===== config.mk =====
export PLATFORM = sky130hd
export DESIGN_NAME = otter_crypto_engine
export DESIGN_NICKNAME = d
export VERILOG_FILES = /design/src/rtl/otter_crypto_engine.sv
export SDC_FILE = /design/constraint.sdc
export NUM_CORES = 1
export LEC_CHECK = 0
export BUFFER_PORTS_ARGS = -buffer_cell sky130_fd_sc_hd__buf_2
export CORE_MARGIN = 2
export CORE_UTILIZATION = 50
export DETAILED_ROUTE_END_ITERATION = 12
export MAX_ROUTING_LAYER = met4
export PLACE_DENSITY = 0.73
export SETUP_SLACK_MARGIN = 0.4
export SLEW_MARGIN = 20
export SYNTH_ARGS = -nofsm -noshare
export SYNTH_HDL_FRONTEND = slang
export SYNTH_SLANG_ARGS = --single-unit

===== constraint.sdc =====
create_clock -name CLK -period 4.6 [get_ports CLK]
set_input_delay 0.92 -clock CLK [delete_from_list [all_inputs] [get_ports CLK]]
set_output_delay 0.92 -clock CLK [all_outputs]
set_load 0.02 [all_outputs]

===== src/rtl/otter_crypto_engine.sv =====
// rtl/otter_crypto_engine.sv - iterative ARX cipher coprocessor with valid/ready handshakes
//
// Purpose: applies ROUNDS add-rotate-xor rounds to a WIDTH-bit word, encrypt or decrypt,
// one round per RUN cycle (two per cycle when OTTER_CRYPTO_UNROLL2_EN is defined).
// Ports:
//   CLK, RESET_N            clock, synchronous active-low reset
//   IN_VALID/IN_READY       request handshake; IN_DATA, IN_KEY, IN_DECRYPT sampled at acceptance
//   OUT_VALID/OUT_READY     result handshake; OUT_DATA held until the next result
//   BUSY                    high while rounds are being applied
//   ROUND                   round index being applied (first of the pair when unrolled), 0 otherwise
// Optional feature macro: OTTER_CRYPTO_UNROLL2_EN

module otter_crypto_engine #(
    parameter int WIDTH  = 32,
    parameter int ROUNDS = 4,
    parameter int ROT    = 5,
    localparam int RW    = (ROUNDS > 1) ? $clog2(ROUNDS) : 1
) (
    input  logic             CLK,
    input  logic             RESET_N,
    input  logic             IN_VALID,
    output logic             IN_READY,
    input  logic [WIDTH-1:0] IN_DATA,
    input  logic [WIDTH-1:0] IN_KEY,
    input  logic             IN_DECRYPT,
    output logic             OUT_VALID,
    input  logic             OUT_READY,
    output logic [WIDTH-1:0] OUT_DATA,
    output logic             BUSY,
    output logic [RW-1:0]    ROUND
);

    typedef enum logic [1:0] {IDLE, RUN, DONE} state_t;

    state_t           state_q, state_d;
    logic [WIDTH-1:0] x_q;
    logic [WIDTH-1:0] key_q;
    logic             mode_q;
    logic [RW-1:0]    r_q;
    logic [WIDTH-1:0] out_data_q;

    logic [WIDTH-1:0] x_one;
    logic [WIDTH-1:0] x_run;
    logic             last_one;
    logic             last_edge;
    logic [RW-1:0]    r_next;
    int unsigned      r_u;

    function automatic logic [WIDTH-1:0] rotl_n(input logic [WIDTH-1:0] v, input int unsigned n);
        int unsigned s;
        s = n % WIDTH;
        if (s == 0)
            return v;
        return (v << s) | (v >> (WIDTH - s));
    endfunction

    function automatic logic [WIDTH-1:0] enc_round(input logic [WIDTH-1:0] x,
                                                   input logic [WIDTH-1:0] key,
                                                   input int unsigned r);
        logic [WIDTH-1:0] k;
        k = rotl_n(key, r);
        return rotl_n(x ^ k, ROT) + k;
    endfunction

    function automatic logic [WIDTH-1:0] dec_round(input logic [WIDTH-1:0] x,
                                                   input logic [WIDTH-1:0] key,
                                                   input int unsigned r);
        logic [WIDTH-1:0] k;
        k = rotl_n(key, r);
        // rotr by ROT is rotl by WIDTH-ROT
        return rotl_n(x - k, WIDTH - ROT) ^ k;
    endfunction

    // Round datapath: one round at r, and for the unrolled build a second chained round at r+-1.
    always_comb begin
        r_u      = 32'(r_q);
        x_one    = '0;
        last_one = 1'b0;
        if (!mode_q) begin
            x_one    = enc_round(x_q, key_q, r_u);
            last_one = (r_q == RW'(ROUNDS - 1));
        end else begin
            x_one    = dec_round(x_q, key_q, r_u);
            last_one = (r_q == '0);
        end
    end

`ifdef OTTER_CRYPTO_UNROLL2_EN
    logic [WIDTH-1:0] x_two;

    always_comb begin
        x_two     = mode_q ? dec_round(x_one, key_q, r_u - 32'd1)
                           : enc_round(x_one, key_q, r_u + 32'd1);
        // With odd ROUNDS the final edge lands on a single remaining round.
        x_run     = last_one ? x_one : x_two;
        last_edge = mode_q ? (r_u <= 32'd1) : (r_u + 32'd2 >= 32'(ROUNDS));
        r_next    = mode_q ? (r_q - RW'(2)) : (r_q + RW'(2));
    end
`else
    always_comb begin
        x_run     = x_one;
        last_edge = last_one;
        r_next    = mode_q ? (r_q - RW'(1)) : (r_q + RW'(1));
    end
`endif

    always_ff @(posedge CLK) begin
        if (!RESET_N)
            state_q <= IDLE;
        else
            state_q <= state_d;
    end

    always_comb begin
        state_d = state_q;
        case (state_q)
            IDLE:    if (IN_VALID)  state_d = RUN;
            RUN:     if (last_edge) state_d = DONE;
            DONE:    if (OUT_READY) state_d = IDLE;
            default: state_d = IDLE;
        endcase
    end

    always_ff @(posedge CLK) begin
        if (!RESET_N) begin
            x_q        <= '0;
            key_q      <= '0;
            mode_q     <= 1'b0;
            r_q        <= '0;
            out_data_q <= '0;
        end else begin
            case (state_q)
                IDLE: begin
                    if (IN_VALID) begin
                        x_q    <= IN_DATA;
                        key_q  <= IN_KEY;
                        mode_q <= IN_DECRYPT;
                        r_q    <= IN_DECRYPT ? RW'(ROUNDS - 1) : '0;
                    end
                end
                RUN: begin
                    x_q <= x_run;
                    r_q <= r_next;
                    if (last_edge)
                        out_data_q <= x_run;
                end
                default: ;
            endcase
        end
    end

    assign IN_READY  = (state_q == IDLE);
    assign OUT_VALID = (state_q == DONE);
    assign BUSY      = (state_q == RUN);
    assign ROUND     = (state_q == RUN) ? r_q : '0;
    assign OUT_DATA  = out_data_q;

endmodule

==> out/metrics.csv <==
stage;metric;value;unit
global_route;global route total overflow;0;
sta;Fin. Hold Viols;0;
setup_path;RR Startpoint;r_q[0];
yosys;Post-synth EDFFs;0;
yosys;post-synthesis cell type count;73;
yosys;sequential area share after synthesis;0.2155;
setup_path;Startpoint Class;flop;
sta;RSZ-0062 raised after global routing;yes;
global_route;first-pass GRT wire length;52250;um
sta;setup violators final;0;
sta;Least-Margin Pin Slew;1.055;ns
yosys;Synth Warn #;0;
yosys;Synth Instances;1239;
setup_path;CP Data Arrival Time;4.49;ns
final_layout;share of layout cells above drive strength 1;0.3021;
sta;setup TNS;0;ns
yosys;Synth Cell Area;9383;um2
setup_path;Critical Path Sink Type;flop;
final_layout;Layout area overhead;28.60;%
floorplan;# rows;50;
sta;Tmin final;4.279;ns
global_route;Total GRT Usage;0.3497;
sta;Max Freq;233.7;MHz
floorplan;starting density of the core;0.5050;
clock_tree;clock root buffer;clkbuf_16;
setup_path;crit path kind;flop to flop;
routing;DR vias/cell;6.169;
job;Max Cap Violations;0;
routing;Post-Route WL;35100;um
clock_tree;Worst-Skew Late Latency;0.37;ns
final_layout;Finished Cell Area;12070;um2
routing;DRT iter0 DRCs;821;
clock_tree;H-tree levels;3;
yosys;Syn Nets;1376;
global_route;antenna violations before repair;0;
yosys;ys async rst share;0;
setup_path;crit-path max cell delay;0.45;ns
status;status;complete, no violations;
clock_tree;clock tree buffer depth;2;
global_route;largest net degree at the start of global routing;52;
setup_path;critical path fanouts, max;6;
yosys;Synth Flop Type;dfxtp_1;
routing;TritonRoute pass-1 iters;5;
worst_hold_path;hold endpoint;OUT_DATA[28];
placed_design;gpl congestion;0.9914;
clock_tree;# hold bufs at CTS;0;
clock_tree;CTS sink cnt;101;
placed_design;Final HPWL DP;26310;um
worst_hold_path;hold depth;2;
routing;Detail Route Antenna Nets;0;
routing;WL/cell;21.22;um
routing;via count;10204;
global_route;vias in the first global route;9463;
floorplan;die area;19880;um2
floorplan;die width;141.0;um
sta;setup slack after layout;0.3209;ns
floorplan;core area;18580;um2
placed_design;buffers added on ports;105;
floorplan;die height;141.0;um
final_layout;Layout Nets;1552;
setup_path;Worst EP required;4.82;ns
clock_tree;clock slew seen by the registers of the worst setup and hold paths;0.08;ns
floorplan;IO Pins;106;
yosys;syn_area_per_cell;7.573;um2
final_layout;# diodes;0;
sta;Worst slew margin;0.2953;
setup_path;reg2reg end;x_q[26];
placed_design;placed instance area;10790;um2
sta;clk_skew;0.01229;ns
sta;period utilization;0.9302;
worst_hold_path;Hold Startpoint;OUT_DATA[28];
setup_path;Worst R2R Setup Slack;0.32;ns
setup_path;crit path cell chain;inv_8 -> ha_4 -> mux4_2 -> nand2_1 -> o311ai_1 -> mux2i_1 -> ha_1 -> inv_2 -> ha_4 -> a21o_1 -> a21o_1 -> a311o_1 -> buf_4 -> a211oi_4 -> nor4b_2 -> nor2_2 -> buf_6 -> xnor2_4 -> a221oi_2 -> a21oi_1;
pwr;Max VDD drop;0.0002906;V
setup_path;slowest CP cell;dfxtp_4;
pwr;Static Leak;5.281;nW
sta;Slew Limit Fails;0;
clock_tree;CTS tree;yes;
pwr;power per standard cell area;552.3;nW/um2
placed_design;pre-CTS setup slack;0.05493;ns
clock_tree;total CTS buffers;9;
yosys;Yosys reg bits;101;
setup_path;Reg2Reg Depth;20;
worst_hold_path;worst hold path type;flop to flop;
routing;Residual DRC;0;
==> area by class of cell <==
class	instances	area, um2
clock buffers	10	239.0
clock inverters	6	52.55
fillers	1639	6514
inverters	86	330.3
multi-input cells	981	7481
flip-flops and latches	101	2027
well taps	234	292.8
repair buffers	236	1644
==> how the worst max path moves through the flow <==
stage | depth (start not counted) | to | from
after CTS | 22 | x_q[24] | r_q[1]
after global routing | 23 | OUT_DATA[19] | r_q[0]
after floorplan | 20 | x_q[22] | r_q[0]
after detailed placement | 18 | OUT_DATA[29] | r_q[0]
final | 20 | x_q[26] | r_q[0]
after global placement | 18 | OUT_DATA[29] | r_q[0]
==> sequential cells by signal (all words and copies together) (netlist names) <==
| signal | count |
|---|---|
| x_q | 32 |
| r_q | 2 |
| mode_q | 1 |
| OUT_DATA | 32 |
| key_q | 32 |
| state_q | 2 |
==> critical path, delay by kind of cell (launching register included) <==
| family | cells | cell delay, ns |
|---|---|---|
| adders and majority gates | 3 | 0.86 |
| AOI/OAI and AO/OA | 7 | 1.33 |
| muxes | 2 | 0.56 |
| DFF | 1 | 0.45 |
| and+or+nand+nor | 3 | 0.40 |
| xor gates and xnor gates | 1 | 0.07 |
| buffers and inverters | 4 | 0.48 |
==> cells by family (layout without fill, tap and decap cells) <==
kind of cell,count (synthesis),count (layout),synth area share
and+or+nand+nor,340,340,0.1624
adders and majority gates,68,68,0.09228
xor gates and xnor gates,85,85,0.07934
DFF,101,101,0.2155
muxes,60,60,0.1004
AOI/OAI and AO/OA,428,428,0.2835
buffers and inverters,157,338,0.06654
==> what timing repair did <==
item / CTS / global route
pin swaps: 19 / 69
resized for setup: 46 / 88
endpoints found under the setup margin: 35 / 51
buffers inserted: 15 / 21
cloned: 1 / 1
==> layer usage <==
layer  vias up  track usage  wire (um)
met5         -            -          0
met4         0       0.1968       2323
met3       115      0.03974       2163
met2       474       0.5664      16540
met1      4801       0.4256      14080
li1       4814            -          -
==> placed cells by master, fill, tap and decap left out, types with 9 or more instances in the layout <==
master and n:
nand2_1 148, a21oi_1 136, buf_4 120, buf_2 105, dfxtp_1 99, nor2_1 78, inv_1 67, xnor2_1 66
o21ai_0 60, ha_1 46, a21oi_2 30, mux2i_1 28, mux4_2 27, a211oi_1 26, a21o_1 25, a22oi_1 23
nor3_1 18, ha_4 17, inv_2 16, nand3_1 16, o21a_1 14, nor2b_1 13, xor2_1 13, a31oi_1 12
o21ai_1 12, o211ai_1 11, clkbuf_16 10, and2_1 9, and3_1 9
==> metrics by stage <==
step | total power, mW | utilization | hold slack [ns] | std cells
after global routing | 7.004 | 0.6494 | 0.4867 | 1654
after floorplan | 3.747 | - | 0.4309 | 1239
final | 6.664 | 0.6494 | 0.4615 | 1654
after detailed placement | 5.146 | 0.5805 | 0.4461 | 1600
after CTS | 6.149 | 0.6170 | 0.4621 | 1632
after global placement | 5.142 | 0.5805 | 0.4422 | 1600
==> cells in the mapped netlist (9+ instances only) <==
| master | count | area, um2 |
|---|---|---|
| and3_1 | 9 | 56.30 |
| a211oi_1 | 35 | 262.8 |
| o21ai_0 | 68 | 340.3 |
| nand3_1 | 19 | 95.09 |
| inv_1 | 82 | 307.8 |
| mux4_2 | 27 | 608.1 |
| o21ai_1 | 12 | 60.06 |
| clkbuf_1 | 57 | 214.0 |
| nor2b_1 | 14 | 87.58 |
| xor2_1 | 14 | 122.6 |
| a21o_1 | 25 | 187.7 |
| o21bai_1 | 9 | 67.56 |
| nor2_1 | 84 | 315.3 |
| nand2_1 | 150 | 563.0 |
| a22oi_1 | 23 | 172.7 |
| nor3_1 | 21 | 105.1 |
| o211ai_1 | 11 | 82.58 |
| and2_1 | 10 | 62.56 |
| a31oi_1 | 14 | 87.58 |
| o21a_1 | 14 | 105.1 |
| ha_1 | 66 | 825.8 |
| dfxtp_1 | 101 | 2022 |
| a21oi_1 | 166 | 830.8 |
| mux2i_1 | 30 | 300.3 |
| xnor2_1 | 71 | 621.9 |
==> power breakdown <==
group	internal [mW]	leakage, nW	switching, mW	total [mW]
clock	0.394	0.143	0.394	0.788
sequential	0.968	0.828	0.117	1.08
combinational	2.10	4.31	2.70	4.79
total	3.46	5.28	3.21	6.66
Note: power is estimated with default switching activity, not from simulation.
